--- src/rtl/stack_queue_pkg.sv ---
// Shared definitions for the stack/queue buffer: mode encodings, the
// per-cycle operation decode and the pointer wrap helpers.
package stack_pkg;

    localparam logic MODE_LIFO = 1'b0;
    localparam logic MODE_FIFO = 1'b1;

    // What the buffer actually does on a given edge after Full/Empty gating.
    typedef enum logic [1:0] {
        OP_IDLE = 2'd0,
        OP_PUSH = 2'd1,
        OP_POP  = 2'd2,
        OP_BOTH = 2'd3
    } op_e;

    // Advance a pointer, wrapping from depth-1 back to 0 (depth need not be 2^n).
    function automatic int ptr_inc(input int ptr, input int depth);
        return (ptr >= depth - 1) ? 0 : ptr + 1;
    endfunction

    // Step a pointer back, wrapping from 0 to depth-1.
    function automatic int ptr_dec(input int ptr, input int depth);
        return (ptr == 0) ? depth - 1 : ptr - 1;
    endfunction

endpackage

--- src/rtl/stack_queue_if.sv ---
// Producer/consumer port bundle of the stack/queue buffer.
//
// Handshake: there is no ready/valid back-pressure. Push writes Data_In on
// the edge it is sampled high unless Full (then Overflow is set); Pop reads
// one entry unless Empty (then Underflow is set). A successful pop updates
// Data_Out on that edge and raises Out_Valid for exactly one cycle. Full and
// Empty are the only throttles the producer/consumer must respect.
interface stack_queue_if #(
    parameter int STACK_DEPTH = 8,
    parameter int STACK_WIDTH = 4
);
    localparam int CW = $clog2(STACK_DEPTH + 1);

    logic                   Mode;
    logic                   Push;
    logic                   Pop;
    logic [STACK_WIDTH-1:0] Data_In;
    logic                   Clr_Err;
    logic [STACK_WIDTH-1:0] Data_Out;
    logic                   Out_Valid;
    logic [CW-1:0]          Count;
    logic                   Full;
    logic                   Empty;
    logic                   Almost_Full;
    logic                   Overflow;
    logic                   Underflow;
    logic                   mode_q;      // latched operating mode, for observation

    modport master (
        output Mode, Push, Pop, Data_In, Clr_Err,
        input  Data_Out, Out_Valid, Count, Full, Empty, Almost_Full,
               Overflow, Underflow, mode_q
    );

    modport slave (
        input  Mode, Push, Pop, Data_In, Clr_Err,
        output Data_Out, Out_Valid, Count, Full, Empty, Almost_Full,
               Overflow, Underflow, mode_q
    );

endinterface

--- src/rtl/stack_queue_mem.sv ---
// Entry storage: register array with one synchronous write port and one
// combinational read port. Contents are deliberately not reset.
module stack_mem #(
    parameter int DEPTH = 8,
    parameter int WIDTH = 4,
    parameter int AW    = 3
) (
    input  logic             clk,
    input  logic             we,
    input  logic [AW-1:0]    wr_addr,
    input  logic [WIDTH-1:0] wr_data,
    input  logic [AW-1:0]    rd_addr,
    output logic [WIDTH-1:0] rd_data
);

    logic [WIDTH-1:0] mem [DEPTH];

    // Write the addressed entry on the rising edge.
    always_ff @(posedge clk) begin
        if (we) mem[wr_addr] <= wr_data;
    end

    assign rd_data = mem[rd_addr];

endmodule

--- src/rtl/stack_queue.sv ---
// LIFO/FIFO buffer with run-time mode, simultaneous push+pop, occupancy
// count, almost-full and sticky error flags. Pointers, count, mode latch,
// flags and the output register live here; storage is in stack_mem.
module stack_queue
    import stack_pkg::*;
#(
    parameter int STACK_DEPTH = 8,
    parameter int STACK_WIDTH = 4,
    parameter int AFULL_LEVEL = STACK_DEPTH - 1
) (
    input  logic         Clk,
    input  logic         Rst,
    stack_queue_if.slave bus
);

    localparam int CW = $clog2(STACK_DEPTH + 1);
    localparam int PW = (STACK_DEPTH > 2) ? $clog2(STACK_DEPTH) : 1;

    logic [PW-1:0]          wr_ptr;
    logic [PW-1:0]          rd_ptr;
    logic [CW-1:0]          count_q;
    logic                   mode_q;
    logic [STACK_WIDTH-1:0] dout_q;
    logic                   valid_q;
    logic                   ovf_q;
    logic                   udf_q;

    logic                   empty;
    logic                   full;
    logic [PW-1:0]          top_ptr;
    logic [PW-1:0]          wr_next;
    logic [PW-1:0]          rd_next;
    op_e                    op;
    logic                   ovf_evt;
    logic                   udf_evt;
    logic                   mem_we;
    logic [PW-1:0]          mem_wr_addr;
    logic [PW-1:0]          mem_rd_addr;
    logic [STACK_WIDTH-1:0] mem_rd_data;

    assign empty   = (count_q == '0);
    assign full    = (count_q == CW'(STACK_DEPTH));
    assign top_ptr = PW'(ptr_dec(int'(wr_ptr), STACK_DEPTH));
    assign wr_next = PW'(ptr_inc(int'(wr_ptr), STACK_DEPTH));
    assign rd_next = PW'(ptr_inc(int'(rd_ptr), STACK_DEPTH));

    // Decide what this edge does; push+pop on empty degrades to a push.
    always_comb begin
        op = OP_IDLE;
        if (bus.Push && bus.Pop && !empty)   op = OP_BOTH;
        else if (bus.Push && !full)          op = OP_PUSH;
        else if (bus.Pop && !bus.Push && !empty) op = OP_POP;
    end

    assign ovf_evt = bus.Push && !bus.Pop && full;
    assign udf_evt = bus.Pop && !bus.Push && empty;

    // Reads only happen while non-empty, so the latched mode is the right one.
    assign mem_rd_addr = (mode_q == MODE_LIFO) ? top_ptr : rd_ptr;
    assign mem_we      = (op == OP_PUSH) || (op == OP_BOTH);
    // A LIFO push+pop replaces the current top in place.
    assign mem_wr_addr = (op == OP_BOTH && mode_q == MODE_LIFO) ? top_ptr : wr_ptr;

    stack_mem #(
        .DEPTH (STACK_DEPTH),
        .WIDTH (STACK_WIDTH),
        .AW    (PW)
    ) u_mem (
        .clk     (Clk),
        .we      (mem_we),
        .wr_addr (mem_wr_addr),
        .wr_data (bus.Data_In),
        .rd_addr (mem_rd_addr),
        .rd_data (mem_rd_data)
    );

    // Pointer, count, mode, output and flag state; reset dominates everything.
    always_ff @(posedge Clk) begin
        if (Rst) begin
            wr_ptr  <= '0;
            rd_ptr  <= '0;
            count_q <= '0;
            mode_q  <= MODE_LIFO;
            dout_q  <= '0;
            valid_q <= 1'b0;
            ovf_q   <= 1'b0;
            udf_q   <= 1'b0;
        end else begin
            if (empty) mode_q <= bus.Mode;
            valid_q <= (op == OP_POP) || (op == OP_BOTH);
            if ((op == OP_POP) || (op == OP_BOTH)) dout_q <= mem_rd_data;

            case (op)
                OP_PUSH: begin
                    wr_ptr  <= wr_next;
                    count_q <= count_q + CW'(1);
                end
                OP_POP: begin
                    if (mode_q == MODE_LIFO) wr_ptr <= top_ptr;
                    else                     rd_ptr <= rd_next;
                    count_q <= count_q - CW'(1);
                end
                OP_BOTH: begin
                    if (mode_q == MODE_FIFO) begin
                        wr_ptr <= wr_next;
                        rd_ptr <= rd_next;
                    end
                end
                default: ;
            endcase

            // A new error on the same edge as Clr_Err keeps the flag set.
            ovf_q <= ovf_evt || (ovf_q && !bus.Clr_Err);
            udf_q <= udf_evt || (udf_q && !bus.Clr_Err);
        end
    end

    assign bus.Data_Out    = dout_q;
    assign bus.Out_Valid   = valid_q;
    assign bus.Count       = count_q;
    assign bus.Full        = full;
    assign bus.Empty       = empty;
    assign bus.Almost_Full = (int'(count_q) >= AFULL_LEVEL);
    assign bus.Overflow    = ovf_q;
    assign bus.Underflow   = udf_q;
    assign bus.mode_q      = mode_q;

endmodule

--- src/flat_wrapper.sv ---
// flat-port wrapper written by rule: the top's interface ports become plain ports
module stack_queue_flat import stack_pkg::*;
#(
    parameter int STACK_DEPTH = 8,
    parameter int STACK_WIDTH = 4,
    parameter int AFULL_LEVEL = STACK_DEPTH - 1
)
  (Clk, Rst, bus_Mode, bus_Push, bus_Pop, bus_Data_In, bus_Clr_Err, bus_Data_Out, bus_Out_Valid, bus_Count, bus_Full, bus_Empty, bus_Almost_Full, bus_Overflow, bus_Underflow, bus_mode_q);
  stack_queue_if #(.STACK_DEPTH(STACK_DEPTH), .STACK_WIDTH(STACK_WIDTH)) bus_i ();
  input  logic Clk;
  input  logic Rst;
  input wire logic [$bits(bus_i.Mode)-1:0] bus_Mode;
  input wire logic [$bits(bus_i.Push)-1:0] bus_Push;
  input wire logic [$bits(bus_i.Pop)-1:0] bus_Pop;
  input wire logic [$bits(bus_i.Data_In)-1:0] bus_Data_In;
  input wire logic [$bits(bus_i.Clr_Err)-1:0] bus_Clr_Err;
  output wire logic [$bits(bus_i.Data_Out)-1:0] bus_Data_Out;
  output wire logic [$bits(bus_i.Out_Valid)-1:0] bus_Out_Valid;
  output wire logic [$bits(bus_i.Count)-1:0] bus_Count;
  output wire logic [$bits(bus_i.Full)-1:0] bus_Full;
  output wire logic [$bits(bus_i.Empty)-1:0] bus_Empty;
  output wire logic [$bits(bus_i.Almost_Full)-1:0] bus_Almost_Full;
  output wire logic [$bits(bus_i.Overflow)-1:0] bus_Overflow;
  output wire logic [$bits(bus_i.Underflow)-1:0] bus_Underflow;
  output wire logic [$bits(bus_i.mode_q)-1:0] bus_mode_q;
  assign bus_i.Mode = bus_Mode;
  assign bus_i.Push = bus_Push;
  assign bus_i.Pop = bus_Pop;
  assign bus_i.Data_In = bus_Data_In;
  assign bus_i.Clr_Err = bus_Clr_Err;
  assign bus_Data_Out = bus_i.Data_Out;
  assign bus_Out_Valid = bus_i.Out_Valid;
  assign bus_Count = bus_i.Count;
  assign bus_Full = bus_i.Full;
  assign bus_Empty = bus_i.Empty;
  assign bus_Almost_Full = bus_i.Almost_Full;
  assign bus_Overflow = bus_i.Overflow;
  assign bus_Underflow = bus_i.Underflow;
  assign bus_mode_q = bus_i.mode_q;
  stack_queue #(.STACK_DEPTH(STACK_DEPTH), .STACK_WIDTH(STACK_WIDTH), .AFULL_LEVEL(AFULL_LEVEL)) u_core (.Clk(Clk), .Rst(Rst), .bus(bus_i));
endmodule
--- config.mk ---
export PLATFORM = sky130hd
export DESIGN_NAME = stack_queue_flat
export DESIGN_NICKNAME = d
export VERILOG_FILES = /design/src/rtl/stack_queue_pkg.sv /design/src/rtl/stack_queue_if.sv /design/src/rtl/stack_queue_mem.sv /design/src/rtl/stack_queue.sv /design/src/flat_wrapper.sv
export SDC_FILE = /design/constraint.sdc
export NUM_CORES = 1
export LEC_CHECK = 0
export CELL_PAD_IN_SITES_DETAIL_PLACEMENT = 1
export CELL_PAD_IN_SITES_GLOBAL_PLACEMENT = 1
export CORE_UTILIZATION = 31
export CTS_BUF_LIST = sky130_fd_sc_hd__clkbuf_8
export DETAILED_ROUTE_END_ITERATION = 6
export PLACE_DENSITY_LB_ADDON = 0.1
export SYNTH_ARGS = -nofsm -noshare
export SYNTH_HDL_FRONTEND = slang
export SYNTH_SLANG_ARGS = --single-unit
--- constraint.sdc ---
create_clock -name Clk -period 2.46 [get_ports Clk]
set_clock_uncertainty 0.05 [all_clocks]
set_input_delay 0.492 -clock Clk [delete_from_list [all_inputs] [get_ports Clk]]
set_output_delay 0.492 -clock Clk [all_outputs]
set_load 0.005 [all_outputs]
==> results of run 1 <==
[worst max-delay path: stages, from the launching register on]
cell and delay [ns]:
dfxtp_2 0.33, or3_4 0.41, nor3b_4 0.27, nor2b_4 0.08, ha_4 0.18, nand2b_4 0.07, buf_6 0.12, nand2_2 0.06
o31a_1 0.10, o32a_1 0.26, nor2_4 0.20
[state kept, by name (all words and copies together), names as in the netlist]
signal,count
u_core.wr_ptr,3
u_core.bus.Count,4
u_core.bus.Underflow,1
u_core.bus.Data_Out,4
u_core.bus.mode_q,1
u_core.u_mem.mem,32
u_core.rd_ptr,3
u_core.bus.Overflow,1
u_core.bus.Out_Valid,1
[where the power goes]
group / switching [mW] / internal [mW] / total, mW
Clock: 0.284 / 0.199 / 0.483
Combinational: 1.13 / 1.12 / 2.25
Sequential: 0.0736 / 1.08 / 1.15
[placed cells by master, fill, tap and decap left out, types with 5 or more instances in the layout]
master | Yosys | layout
nand2b_1 | 6 | 5
mux2_2 | 7 | 7
clkbuf_8 | 0 | 5
dfxtp_1 | 18 | 17
clkdlybuf4s50_1 | 0 | 23
nor2_1 | 25 | 17
nor2_4 | 0 | 5
ha_1 | 11 | 8
o21ai_0 | 5 | 5
a21oi_1 | 9 | 8
nand2_1 | 14 | 11
mux2_1 | 7 | 7
edfxtp_1 | 32 | 32
nor2_2 | 2 | 5
buf_4 | 1 | 28
a311oi_1 | 8 | 7
[final cells by class]
type | instances | area (µm²)
clock inverter | 3 | 17.5
inverter | 6 | 25.0
sequential | 50 | 1320
timing repair buffer | 58 | 538
tap | 102 | 128
fill | 842 | 4370
multi-input combinational | 147 | 1220
clock buffer | 5 | 68.8
[layer usage]
layer | routed length, µm | share of wire | GRT usage
met1 | 2990 | 0.50 | 0.216
met2 | 2760 | 0.46 | 0.243
met3 | 147 | 0.025 | 0.0251
met4 | 46 | 0.0077 | 0.0437
met5 | 0 | 0 | 0
[metrics by stage]
step	worst slack (ns)	hold slack, ns	setup TNS (ns)
finish	0.0465	0.427	0
global route	-0.0902	0.443	-0.818
CTS	0.00490	0.434	0
detailed placement	-0.356	0.420	-12.39
global placement	-0.298	0.408	-10.25
floorplan	0.00317	0.411	0
[kinds of logic after synthesis]
kind of cell	Yosys count	share of synthesized area
buf+inv	16	0.0296
simple gates	69	0.137
flops	50	0.539
fa+ha+maj	11	0.0561
mux	17	0.0806
compound gates	45	0.140
xor+xnor	5	0.0179
[repair_timing]
action / CTS / global route
setup endpoints to repair: 31 / 43
pin swaps: 6 / 16
buffers inserted: 2 / 4
hold buffers: 0 / 0
resized for setup: 11 / 23
[how the worst max path moves through the flow]
stage / endpoint / startpoint / slack (ns) / cells after the start
3_3_place_gp: u_core.u_mem.mem[1][1] / bus_Pop / -0.30 / 9
4_1_cts: u_core.u_mem.mem[2][2] / bus_Pop / 0.005 / 11
2_1_floorplan: u_core.u_mem.mem[1][0] / u_core.bus.Count[1] / 0.003 / 11
6_report: u_core.u_mem.mem[1][2] / u_core.bus.Count[1] / 0.05 / 10
3_5_place_dp: u_core.u_mem.mem[3][1] / bus_Pop / -0.36 / 10
5_1_grt: u_core.u_mem.mem[1][3] / u_core.bus.Count[1] / -0.09 / 10
==> reports/results.ini, run 1 <==
[run_status]
status=completed

[synthesis]
synth_common_cells=edfxtp_1, nor2_1, dfxtp_1
ys.flop_type=edfxtp_1
synth_nets=234
async_flop_share=0
synth_cell_types=49
yosys-top-cells-area=edfxtp_1, dfxtp_1, ha_1
ys_ff_latch=50
syn_area_per_cell_um2=11.5
yosysTopAreaCell=edfxtp_1
synth_edf_count=32
seq_area_frac_synth=0.539
synth_top_area_share=0.392
synth_area_um2=2450
ys_warn_count=0
syn-instance-count=213
synth.most_common_cell=edfxtp_1

[sta]
grt_setup_unrepaired=true
fin_crit_sh=0.981
setup_viol=0
tightestPinTransition_ns=0.716
timing.fmax_ghz=0.414
slew_headroom=0.521
hold_viol=0
period_minus_slack_ns=2.41
finalMaxSlewViolations=0

[global_routing]
grt_max_degree=19
track_usage=0.154
first_global_vias=1916
antenna_found_initial=0
grt_overflow=0
grt_pass1_wl_um=9820

[finish]
drive_above_1_share=0.320
final_nets=289
final_cells=371
fin_util=0.432
insertedDiodeCount=0
area_growth_pct=35.4
fin_area_um2=3320

[place]
placed_cells=357
placed_area_um2=3030
io_buffers=24
place_hpwl_um=4460
gp_congestion=0.776

[clock_network]
clock_path_buffers=2
clkLatencyLatePin_ns=0.30
root_buffer=clkbuf_8
clkSinkCount=50
worst_setup_hold_path_clk_slew_ns=0.09
cts_tree=done
htree_levels=2
cts_buffers=5

[setup_path]
rrSetupSlack_ns=0.05
crit_fanout=6
reg2reg_from=u_core.bus.Count[1]
regToRegEndpoint=u_core.u_mem.mem[1][2]
worstSetupStartpointType=flip-flop
arrival_ns=2.38
end_kind=flip-flop
cp_data_required_time_ns=2.42
ff2ff_path_depth=10
worstSetupPathType=flip-flop to flip-flop

[floorplan]
core_area_um2=7690
num_rows=32
floorplan.initialDensity=0.319
die_width_um=90.9
dieArea_um2=8270
fp.dieH_um=90.9
boundaryPins=25

[power_and_ir_drop]
p_leak_nw=1.20
ir_drop_mv=0.315
power.density_nw_per_um2=1170
power.total_mw=3.89

[detailed_routing]
drt_wl_total_um=5950
drc_errors=0
dr.pass1.iters=4
viasPerCell=4.96
drt-initial-drc-count=57
via_count=1841
wl_per_cell_um=16.0
antenna_left=0

[worst_hold_path]
hp-start=u_core.bus.Underflow
whs_path_depth=2
holdPathEnd=u_core.bus.Underflow
hold_path.class=flip-flop to flip-flop

[job]
drv_cap=0

No activity file was read; power rests on OpenSTA's default activity.
==> run 2: changes to the inputs <==
CORE_MARGIN = 2   (was not set)
CTS_CLUSTER_SIZE = 40   (was not set)
SKIP_CTS_REPAIR_TIMING = 1   (was not set)
==> run 2 against run 1 <==
Compared with the run above:
- fmax is 0.98% higher
- wire length shrank 0.81%
- global-route usage is 1.2 points lower
- setup slack better by 0.023 ns
- register-to-register slack gained 0.02 ns
- core utilization increased by 0.11 points
- sequential power barely moved
- clock power hardly changed
- sequential cell count stayed put
- worst hold slack got worse by 0.00085 ns
- combinational power grew 2%
- largest power group unchanged
- power grew 1.4%
==> reports/results.ini, run 2 (synthesis results as in run 1) <==
[detailed_routing]
drt_wl_total_um=5900
dr.pass1.iters=4
antenna_left=0
drc_errors=0
drt-initial-drc-count=57
wl_per_cell_um=15.8
via_count=1799
viasPerCell=4.82

[clock_network]
clkSinkCount=50
htree_levels=2
clock_path_buffers=2
cts_tree=done
worst_setup_hold_path_clk_slew_ns=0.09
clkLatencyLatePin_ns=0.30
cts_buffers=5
root_buffer=clkbuf_8

[power_and_ir_drop]
pwr-share-clk=0.123
power.density_nw_per_um2=1180
p_seq_frac=0.293
p_leak_nw=1.21
p_comb_frac=0.584
p_int_mw=2.44
ir_drop_mv=0.453
p_sw_mw=1.50
sw_frac_of_total=0.381

[floorplan]
fp.dieH_um=92.9
num_rows=32
die_width_um=92.9
dieArea_um2=8640
floorplan.initialDensity=0.319
core_area_um2=7690
boundaryPins=25

[global_routing]
track_usage=0.141
first_global_vias=1802
grt_pass1_wl_um=9370
antenna_found_initial=0
grt_max_degree=19
grt_overflow=0

[sta]
period_minus_slack_ns=2.39
tns_ns=0
timing.fmax_ghz=0.418
hold_viol=0
fin_crit_sh=0.972
tightestPinTransition_ns=0.719
setup_viol=0
finalMaxSlewViolations=0
worst_slack_ns=0.0699
slew_headroom=0.519
grt_setup_unrepaired=true

[finish]
final_cell_mix=edfxtp_1, buf_4, clkdlybuf4s50_1, nor2_1, dfxtp_1
final_nets=291
area_growth_pct=35.7
final_cells=373
insertedDiodeCount=0
regMostFlops=u_core.u_mem.mem
largest_reg_flops=32
layout_commonest_cell=edfxtp_1
drive_above_1_share=0.339

[job]
drv_cap=0

[place]
pre_cts_slack_ns=-0.332
place_hpwl_um=4300
io_buffers=24
placed_cells=354
gp_congestion=0.766

[setup_path]
arrival_ns=2.55
end_kind=flip-flop
worstSetupStartpointType=flip-flop
worstSetupPathType=flip-flop to flip-flop
cp_data_required_time_ns=2.62
crit_fanout=6

[run_status]
status=completed

[worst_hold_path]
hold_path.class=flip-flop to flip-flop

run 2: final timing paths:
| kind | from | end | slack [ns] | cells past startpoint |
|---|---|---|---|---|
| worst max-delay path | u_core.bus.Count[1] | u_core.wr_ptr[1] | 0.07 | 11 |
| worst min register to register | u_core.bus.Underflow | u_core.bus.Underflow | 0.43 | 2 |
| worst max register to register | u_core.bus.Count[1] | u_core.wr_ptr[1] | 0.07 | 11 |
| worst min-delay path | u_core.bus.Underflow | u_core.bus.Underflow | 0.43 | 2 |
run 2: power by group through the flow:
stage / Combinational [mW] / Clock [mW] / Sequential, mW
detailed placement: 2.01 / 0 / 1.18
finish: 2.30 / 0.484 / 1.16
global placement: 2.00 / 0 / 1.17
CTS: 2.02 / 0.507 / 1.16
global route: 2.52 / 0.532 / 1.18
floorplan: 1.22 / 0 / 1.19
run 2: critical path, stage by stage, from the launching register on:
cell and delay, ns:
dfxtp_2 0.33, or3_4 0.41, buf_4 0.16, nor2_4 0.08, nor2b_2 0.06, buf_4 0.16
ha_4 0.17, buf_4 0.15, a211oi_2 0.25, buf_4 0.19, nor2_1 0.04, a311oi_1 0.23
run 2: per-layer routing:
layer / track usage / vias up / routed length, µm
met5: 0 / - / 0
met4: 0.0404 / 0 / 65
met3: 0.0269 / 5 / 102
met2: 0.217 / 14 / 2590
met1: 0.203 / 873 / 3140
li1: - / 907 / -
run 2: layout make-up:
class / count / area, µm²
well taps: 102 / 128
multi-input cells: 147 / 1230
repair buffers: 60 / 537
flip-flops and latches: 50 / 1320
inverters: 6 / 25.0
clock buffers: 5 / 68.8
fillers: 869 / 4360
clock inverters: 3 / 18.8
run 2: stage by stage:
| stage | util | instance area [µm²] | total power, mW | hold WS [ns] |
|---|---|---|---|---|
| detailed placement | 0.391 | 3010 | 3.18 | 0.417 |
| global placement | 0.391 | 3010 | 3.17 | 0.408 |
| CTS | 0.403 | 3100 | 3.68 | 0.433 |
| global route | 0.433 | 3330 | 4.23 | 0.478 |
| finish | 0.433 | 3330 | 3.94 | 0.427 |
| floorplan | - | 2510 | 2.41 | 0.411 |
